===== config.mk =====
export PLATFORM = sky130hd
export DESIGN_NAME = freq_scan_ctrl
export DESIGN_NICKNAME = d
export VERILOG_FILES = /design/src/rtl/freq_pkg.sv /design/src/rtl/edge_gate_counter.sv /design/src/rtl/freq_scan_ctrl.sv
export SDC_FILE = /design/constraint.sdc
export NUM_CORES = 1
export LEC_CHECK = 0
export ABC_AREA = 1
export BUFFER_PORTS_ARGS = -buffer_cell sky130_fd_sc_hd__buf_2
export CORE_UTILIZATION = 50
export DETAILED_ROUTE_END_ITERATION = 8
export GPL_ROUTABILITY_DRIVEN = 0
export PLACE_DENSITY = 0.7
export SLEW_MARGIN = 10
export SYNTH_ARGS = -nofsm -noshare
export SYNTH_HDL_FRONTEND = slang
export SYNTH_SLANG_ARGS = --single-unit

===== constraint.sdc =====
create_clock -name aclk -period 5.21 [get_ports aclk]
set_clock_uncertainty 0.15 [all_clocks]
set_input_delay 0.521 -clock aclk [delete_from_list [all_inputs] [get_ports aclk]]
set_output_delay 0.521 -clock aclk [all_outputs]
set_load 0.05 [all_outputs]

===== src/rtl/freq_pkg.sv =====
// Shared types and constants for the multi-channel frequency scan controller.
package freq_pkg;

  typedef enum logic [2:0] {
    ST_IDLE   = 3'd0,
    ST_SETTLE = 3'd1,
    ST_GATE   = 3'd2,
    ST_STORE  = 3'd3,
    ST_NEXT   = 3'd4
  } state_e;

  localparam int unsigned CLK_HZ     = 32'd50_000_000;
  localparam int unsigned GATE_1S    = 32'd50_000_000;
  localparam logic [7:0]  THRESH_DEF = 8'h80;

  typedef struct packed {
    logic       found;
    logic [3:0] idx;
  } pick_t;

  // Lowest set mask bit whose index is >= from; from=16 means nothing is left.
  function automatic pick_t pick_from(input logic [15:0] mask, input logic [4:0] from);
    pick_t p;
    p = '{found: 1'b0, idx: 4'd0};
    for (int i = 15; i >= 0; i--) begin
      if (mask[i] && (5'(i) >= from)) begin
        p.found = 1'b1;
        p.idx   = 4'(i);
      end
    end
    return p;
  endfunction

endpackage


===== src/rtl/edge_gate_counter.sv =====
// Threshold compare, two-stage level pipeline and saturating rising-crossing counter.
module edge_gate_counter
  import freq_pkg::*;
#(
  parameter int            DW     = 8,
  parameter int            CW     = 32,
  parameter logic [DW-1:0] THRESH = THRESH_DEF
) (
  input  logic          clk_i,
  input  logic          rst_ni,
  input  logic          clr_i,
  input  logic          cnt_en_i,
  input  logic          sample_i,
  input  logic [DW-1:0] data_i,
  output logic [CW-1:0] count_o,
  output logic          ovf_o
);

  logic          lvl_q;
  logic          lvl_d_q;
  logic [CW-1:0] cnt_q;
  logic          ovf_q;
  logic          edge_s;

  assign edge_s  = lvl_q & ~lvl_d_q;
  assign count_o = cnt_q;
  assign ovf_o   = ovf_q;

  // Level pipeline freezes while sampling is disabled; count holds at all-ones and flags lost edges.
  always_ff @(posedge clk_i or negedge rst_ni) begin
    if (!rst_ni) begin
      lvl_q   <= 1'b0;
      lvl_d_q <= 1'b0;
      cnt_q   <= '0;
      ovf_q   <= 1'b0;
    end else begin
      if (sample_i) begin
        lvl_q   <= (data_i >= THRESH);
        lvl_d_q <= lvl_q;
      end
      if (clr_i) begin
        cnt_q <= '0;
        ovf_q <= 1'b0;
      end else if (cnt_en_i && edge_s) begin
        if (&cnt_q) begin
          ovf_q <= 1'b1;
        end else begin
          cnt_q <= cnt_q + CW'(1);
        end
      end
    end
  end

endmodule


===== src/rtl/freq_scan_ctrl.sv =====
// Sequencer that time-shares one edge counter across NCH sample streams and
// hands each channel's crossing count out on a valid/ready port.
module freq_scan_ctrl
  import freq_pkg::*;
#(
  parameter int            NCH    = 4,
  parameter int            DW     = 8,
  parameter int            CW     = 32,
  parameter logic [DW-1:0] THRESH = THRESH_DEF
) (
  input  logic              aclk,
  input  logic              rstn,
  input  logic [NCH*DW-1:0] data_in,
  input  logic              start,
  input  logic              abort,
  input  logic              cont,
  input  logic [NCH-1:0]    chan_mask,
  input  logic [31:0]       gate_cycles,
  input  logic [15:0]       settle_cycles,
  output logic              res_valid,
  input  logic              res_ready,
  output logic [3:0]        res_chan,
  output logic [CW-1:0]     res_count,
  output logic              res_ovf,
  output logic              busy,
  output logic              done
);

  state_e        state_q;
  logic [15:0]   mask_q;
  logic          cont_q;
  logic [31:0]   gate_m1_q;
  logic [15:0]   settle_m1_q;
  logic [3:0]    chan_q;
  logic [31:0]   gate_cnt_q;
  logic [15:0]   settle_cnt_q;
  logic          res_valid_q;
  logic          busy_q;
  logic          done_q;

  logic [15:0]   mask16_s;
  logic [31:0]   gate_m1_s;
  logic [15:0]   settle_m1_s;
  pick_t         first_s;
  pick_t         next_s;
  pick_t         wrap_s;
  logic [DW-1:0] sel_sample_s;
  logic          sample_s;
  logic          cnt_en_s;
  logic          clr_s;

  // Settle is at least two cycles so both pipeline stages hold only the new channel.
  assign mask16_s    = 16'(chan_mask);
  assign gate_m1_s   = (gate_cycles == 32'd0) ? 32'd0 : gate_cycles - 32'd1;
  assign settle_m1_s = (settle_cycles < 16'd2) ? 16'd1 : settle_cycles - 16'd1;
  assign first_s     = pick_from(mask16_s, 5'd0);
  assign next_s      = pick_from(mask_q, {1'b0, chan_q} + 5'd1);
  assign wrap_s      = pick_from(mask_q, 5'd0);

  assign sample_s = (state_q == ST_SETTLE) || (state_q == ST_GATE);
  assign cnt_en_s = (state_q == ST_GATE);
  assign clr_s    = (state_q == ST_SETTLE) && (settle_cnt_q == 16'd0);

  assign res_valid = res_valid_q;
  assign res_chan  = chan_q;
  assign busy      = busy_q;
  assign done      = done_q;

  // Select the currently scanned channel's sample.
  always_comb begin
    sel_sample_s = '0;
    for (int i = 0; i < NCH; i++) begin
      sel_sample_s = (chan_q == 4'(i)) ? data_in[i*DW +: DW] : sel_sample_s;
    end
  end

  edge_gate_counter #(
    .DW    (DW),
    .CW    (CW),
    .THRESH(THRESH)
  ) u_counter (
    .clk_i   (aclk),
    .rst_ni  (rstn),
    .clr_i   (clr_s),
    .cnt_en_i(cnt_en_s),
    .sample_i(sample_s),
    .data_i  (sel_sample_s),
    .count_o (res_count),
    .ovf_o   (res_ovf)
  );

  // Scan sequencer; abort overrides every state and suppresses done.
  always_ff @(posedge aclk or negedge rstn) begin
    if (!rstn) begin
      state_q      <= ST_IDLE;
      mask_q       <= 16'd0;
      cont_q       <= 1'b0;
      gate_m1_q    <= 32'd0;
      settle_m1_q  <= 16'd0;
      chan_q       <= 4'd0;
      gate_cnt_q   <= 32'd0;
      settle_cnt_q <= 16'd0;
      res_valid_q  <= 1'b0;
      busy_q       <= 1'b0;
      done_q       <= 1'b0;
    end else begin
      done_q <= 1'b0;
      if (abort) begin
        state_q     <= ST_IDLE;
        res_valid_q <= 1'b0;
        busy_q      <= 1'b0;
      end else begin
        case (state_q)
          ST_IDLE: begin
            if (start) begin
              if (first_s.found) begin
                mask_q       <= mask16_s;
                cont_q       <= cont;
                gate_m1_q    <= gate_m1_s;
                settle_m1_q  <= settle_m1_s;
                chan_q       <= first_s.idx;
                settle_cnt_q <= settle_m1_s;
                busy_q       <= 1'b1;
                state_q      <= ST_SETTLE;
              end else begin
                done_q <= 1'b1;
              end
            end
          end
          ST_SETTLE: begin
            if (settle_cnt_q == 16'd0) begin
              gate_cnt_q <= gate_m1_q;
              state_q    <= ST_GATE;
            end else begin
              settle_cnt_q <= settle_cnt_q - 16'd1;
            end
          end
          ST_GATE: begin
            if (gate_cnt_q == 32'd0) begin
              res_valid_q <= 1'b1;
              state_q     <= ST_STORE;
            end else begin
              gate_cnt_q <= gate_cnt_q - 32'd1;
            end
          end
          ST_STORE: begin
            if (res_ready) begin
              res_valid_q <= 1'b0;
              state_q     <= ST_NEXT;
            end
          end
          ST_NEXT: begin
            if (next_s.found) begin
              chan_q       <= next_s.idx;
              settle_cnt_q <= settle_m1_q;
              state_q      <= ST_SETTLE;
            end else if (cont_q && wrap_s.found) begin
              chan_q       <= wrap_s.idx;
              settle_cnt_q <= settle_m1_q;
              state_q      <= ST_SETTLE;
            end else begin
              done_q  <= 1'b1;
              busy_q  <= 1'b0;
              state_q <= ST_IDLE;
            end
          end
          default: begin
            state_q     <= ST_IDLE;
            res_valid_q <= 1'b0;
            busy_q      <= 1'b0;
          end
        endcase
      end
    end
  end

endmodule


# [Word-level counts from Yosys, hierarchy flattened]
# Index checks and enable logic that the tools add are counted.
[op_classes] bitwise=3 n_addsub=6 n_lt_le_gt_ge=6 n_eq_ne=23 n_reduce_logical=30 mux=63
[ops] op="$mux W32" n=6
[ops] op="$mux W16" n=6
[ops] op="$logic_not A32 Y1" n=2
[ops] op="$pmux W32 S2" n=1
[ops] op="$sub A32 B1 Y32 const B" n=2
[ops] op="$mux W5" n=12
[ops] op="$pmux W16 S3" n=1
[ops] op="$add A32 B1 Y32 const B" n=1
[ops] op="$mux W8" n=4
[ops] op="$reduce_and A32 Y1" n=1
[ops] op="$sub A16 B1 Y16 const B" n=2
[ops] op="$ne A3 B3 Y1 const B" n=7
[ops] op="$mux W1" n=18
[ops] op="$mux W3" n=6
[ops] op="$logic_not A16 Y1" n=1
[ops] op="$lt A16 B2 Y1 const B" n=1
[ops] op="$mux W4" n=4
[ops] op="$pmux W3 S5" n=1
[ops] op="$reduce_and A5 Y1" n=3
[ops] op="$ge A1 B5 Y1 const A" n=2
[ops] op="$ge A2 B5 Y1 const A" n=2
[ops] op="$ne A2 B2 Y1 const B" n=5
[ops] op="$eq A4 B2 Y1 const B" n=2
[ops] op="$ge A8 B8 Y1 const B" n=1
[ops] op="23 further kinds" n=40
[word_totals] in_bits=90 elab_cells=146 out_inout_bits=40 regBits=146

# [Longest topological paths before layout]
[logic_depth] ltp_word=10 depth_mapped=14 mapped_depth_nobuf=13

# [By module]
# A second synthesis with hierarchy kept.
[unflattened] cells_unflattened=1599 area_unflattened_um2=10249.8
[by_module_without_submodules] module="freq_scan_ctrl" cells_each=1240 n_inst=1 seq_area_each_um2=2727.6 area_each_um2=7868.8
[by_module_without_submodules] module="edge_gate_counter" cells_each=359 n_inst=1 seq_area_each_um2=875.8 area_each_um2=2381.0

# [Worst setup path before layout]
# Ideal clock, no wire load.
[synth_timing] path_type="register to register" start="reg u_counter.cnt_q[0] (netlist: u_counter.count_o[0])" end="reg u_counter.cnt_q[22] (netlist: u_counter.count_o[22])" path_stages_with_launch=11 setup_time_ps=83 path_slack_ps=2882 t_arrival_ps=2095 required_time_ps=4977 path_buffers=1 synth_period_minus_slack_ps=2328 path_cell_list="dfrtp_1 -> ha_1 -> nand2_1 -> nor2_4 -> nand2_2 -> nor2_4 -> nand2_2 -> a21oi_4 -> buf_6 -> nand2_1 -> o21ai_0"
[synth_via] elab_chain_cells=4 word_cells_on_any_way=7 classes_between="1 x add/sub; 1 x eq/ne; 3 x mux; 2 x reduce/logical"
[synth_rtl] item="start, declared" line="edge_gate_counter.sv:21" rtl="logic [CW-1:0] cnt_q;"
[synth_rtl] item="start signal, assigned" line="edge_gate_counter.sv:48" rtl="cnt_q <= cnt_q + CW'(1);"
[synth_rtl] item="$add A32 B1 Y32" line="edge_gate_counter.sv:48"
[synth_rtl] item="$mux W32" line="edge_gate_counter.sv:45" rtl="if (&cnt_q) begin"
[synth_rtl] item="$mux W32" line="edge_gate_counter.sv:44" rtl="end else if (cnt_en_i && edge_s) begin"
[synth_rtl] item="$mux W32" line="edge_gate_counter.sv:41" rtl="if (clr_i) begin"
# Parallel ways exist; a longest one is shown, timed or not. The select of a mux whose other input is x is not followed.
# A chain may end at the register's enable or synchronous reset.

# [Final worst setup path]
[layout_timing] start="reg state_q[0]" end="reg gate_m1_q[22]"
[layout_via] elab_chain_cells=2
[layout_rtl] item="start, declared" line="freq_scan_ctrl.sv:29" rtl="state_e state_q;"
[layout_rtl] item="start signal, assigned" line="freq_scan_ctrl.sv:95" rtl="state_q <= ST_IDLE;"
[layout_rtl] item="start signal, assigned" line="freq_scan_ctrl.sv:109" rtl="state_q <= ST_IDLE;"
[layout_rtl] item="start signal, assigned" line="freq_scan_ctrl.sv:124" rtl="state_q <= ST_SETTLE;"
[layout_rtl] item="$logic_not A3 Y1" line="freq_scan_ctrl.sv:113" rtl="case (state_q)"
[layout_rtl] item="$reduce_and A4 Y1 (no source line)"
[layout_rtl] item="end signal, assigned" line="freq_scan_ctrl.sv:119" rtl="gate_m1_q <= gate_m1_s;"
[layout_rtl] item="end, declared" line="freq_scan_ctrl.sv:32" rtl="logic [31:0] gate_m1_q;"
# Every way passes these cells.

==> impl_metrics.ini <==
[final_layout]
finalNetCount = 1838
drive_gt1_frac = 0.0959
final_util = 0.569
final_cell_count_no_fill = 2022
area_growth_pct = 11.5
nFillCells = 1994
n_antenna_cell = 0

[logic_synthesis]
yosysSeqAreaShare = 0.349
yosysWarnings = 0
synth_ff_type = dfrtp_1
synthAdderAreaFrac = 0.00969
synthArstFlopShare = 1.00
synth.mux.area_fraction = 0
synthXorXnorAreaFrac = 0.0237
synthCells = 1657
synth_area_um2 = 10300
synth_compound_area_frac = 0.0808
avgSynthCellArea_um2 = 6.23
yosys_register_bits = 144
ys_types = 42
synthSimpleGateAreaFrac = 0.445
synth_top_family_by_area = simple AND/OR/NAND/NOR gates
synth-edff-count = 0

[detailed_routing]
ant_nets = 0
drt_first_pass_iters = 6
first_iter_violations = 1056
drc = 0
wl_per_cell_um = 14.0
vias = 10600
viasPerCell = 5.26
wirelength_um = 28300

[floorplan]
ios = 130
die_w_um = 146
dieHeight_um = 146
coreArea_um2 = 20200
die-area_um2 = 21200
num_rows = 52
start_util = 0.511

[timing]
hold_viol = 0
tns_ns = 0
maxSlewViolCount = 0
worstMarginPinSlew_ns = 0.996
finalCritPeriodShare = 0.591
post-route-min-period_ns = 3.08
slew_headroom = 0.336
grt_setup_unrepaired = false
max_freq_mhz = 325
setup_violations = 0
setup_slack_ns = 2.13

[clocking]
clockBufferDepth = 2
cts.hold.buffers_added = 0
cts_made_buffers = 17
cts.sinks = 144
clk_latency_ns = 0.44
cts_tree = built
path_clk_slew_ns = 0.06
root_buffer = clkbuf_16
cts.htree.levels = 4
post_cts_resized = 0
cts_setup_buffers = 0

[power_and_ir_drop]
p_sw_frac = 0.457
power.leakage_uw = 0.00573
seqPwrFrac = 0.351
combPwrFrac = 0.428
p_int_uw = 2930
ir_drop_mv = 0.287
clock_power_share = 0.220
p_per_area_nw_per_um2 = 469
switchingPower_uw = 2460

[critical_path]
arrival_ns = 3.30
rr_startpoint = state_q[0]$_DFFE_PN0P_
crit_path_start = state_q[0]$_DFFE_PN0P_
crit_chain = nor2_4, nand2_1, nor2_2, inv_2, nor2_8, inv_2, a31oi_4, nand3_1, nand2_1
cp_slowest_cell = a31oi_4
crit_type = reg2reg
cp-start-kind = flip-flop
cp.required_ns = 5.43
critPathCaptureType = flip-flop
path_max_fanout = 49
cpPeakStageDelay_ns = 0.73

[place]
numPortBuffers = 99
placedCellCount = 1991
dp_hpwl_um = 21000
dpl_worst_slack_ns = 2.01

[job]
maxCapViolCount = 0

[min_path]
hold_path.class = in2async

[grt]
antenna_found_initial = 0
grt-ovfl-total = 0
grt_util_all_layers = 0.279
grt_pass1_vias = 9535
grt_max_degree = 105
grt_pass1_wl_um = 47600

[run_status]
status = finished clean
path summary, 6_finish.rpt:
| path | cells past startpoint | slack [ns] | to |
|---|---|---|---|
| max in group asynchronous | 2 | 3.66 | settle_cnt_q[10]$_DFFE_PN0P_ |
| min | 1 | 0.04 | gate_cnt_q[9]$_DFFE_PN0P_ |
| min reg2reg | 2 | 0.33 | res_valid$_DFFE_PN0P_ |
| max reg2reg | 9 | 2.13 | gate_m1_q[22]$_DFFE_PN0P_ |
| max | 9 | 2.13 | gate_m1_q[22]$_DFFE_PN0P_ |
| min in group aclk | 3 | 0.13 | cont_q$_DFFE_PN0P_ |
registers in the layout, indices dropped and copies added (netlist names):
register,count
busy,1
cont_q,1
done,1
gate_cnt_q,32
gate_m1_q,32
mask_q,4
res_chan,2
res_valid,1
settle_cnt_q,16
settle_m1_q,16
state_q,3
u_counter.count_o,32
u_counter.lvl_d_q,1
u_counter.lvl_q,1
u_counter.ovf_o,1
stage by stage:
| step | hold WS [ns] | cell area (µm²) | total power (µW) |
|---|---|---|---|
| detailed placement | 0.316 | 11000 | 4170 |
| floorplan | 0.0754 | 10300 | 3580 |
| global route | 0.143 | 11500 | 5850 |
| global placement | 0.304 | 11000 | 4120 |
| finish | 0.0370 | 11500 | 5400 |
| CTS | 0.111 | 11500 | 5370 |
kinds of logic (layout without fill, tap and decap cells):
logic type / after synthesis / after routing
compound gates: 149 / 149
flops: 144 / 144
fa+ha+maj: 8 / 8
other cells: 1 / 2
xor+xnor: 28 / 28
buf+inv: 227 / 321
simple gates: 1100 / 1100
cells in the final DEF (no fill, tap or decap), drive strengths merged:
| cell | n |
|---|---|
| a22oi | 1 |
| nand3b | 3 |
| o21ai | 115 |
| ha | 8 |
| nor2 | 272 |
| a31oi | 2 |
| inv | 187 |
| nand4 | 39 |
| clkinv | 3 |
| conb | 2 |
| o41ai | 1 |
| nor4 | 1 |
| nand2 | 589 |
| o21bai | 9 |
| o211ai | 3 |
| a21oi | 12 |
| xor2 | 19 |
| o31ai | 2 |
| clkbuf | 23 |
| nor3 | 20 |
| a21o | 1 |
| dfrtp | 144 |
| nand3 | 167 |
| or2 | 9 |
| o22ai | 1 |
| a31o | 2 |
| clkinvlp | 3 |
| buf | 104 |
| bufinv | 1 |
| xnor2 | 9 |
Yosys cell counts (9+ instances only):
cell type,count,area [µm²]
o21bai_1,9,67.6
a21oi_1,9,45.0
xnor2_1,9,78.8
dfrtp_1,144,3600
nand3_1,166,831
nand2_1,584,2190
nor3_1,18,90.1
xor2_1,19,166
o21ai_1,11,55.1
buf_2,18,90.1
o21ai_0,104,521
or2_2,9,56.3
inv_1,181,679
nand4_1,39,244
clkbuf_1,11,41.3
nor2_1,263,987
routing by layer:
| layer | global-route usage | part of all wire |
|---|---|---|
| met3 | 0.0489 | 0.063 |
| met4 | 0.0726 | 0.013 |
| met1 | 0.420 | 0.50 |
| met2 | 0.409 | 0.42 |
| met5 | 0 | 0 |
final cells by class:
cell class / count / area [µm²] / share of cell area
inverter: 186 / 698 / 0.0606
multi-input combinational: 1287 / 5780 / 0.502
timing repair buffer: 104 / 539 / 0.0468
sequential: 144 / 3600 / 0.313
tap: 270 / 338 / 0.0293
clock buffer: 23 / 478 / 0.0415
clock inverter: 8 / 80.1 / 0.00695
power groups by stage:
stage / Combinational, µW / Clock (µW) / Sequential [µW]
2_1_floorplan: 1710 / 0 / 1870
3_3_place_gp: 2230 / 0 / 1890
3_5_place_dp: 2270 / 0 / 1900
4_1_cts: 2290 / 1200 / 1880
5_1_grt: 2660 / 1240 / 1950
6_report: 2310 / 1190 / 1900
critical path, delay by kind of cell (launching register included):
kind,cells,cell delay (ns)
AOI/OAI and AO/OA,1,0.73
buffers and inverters,2,0.55
DFF,1,0.47
and+or+nand+nor,6,1.09
Note: power is estimated with default switching activity, not from simulation.
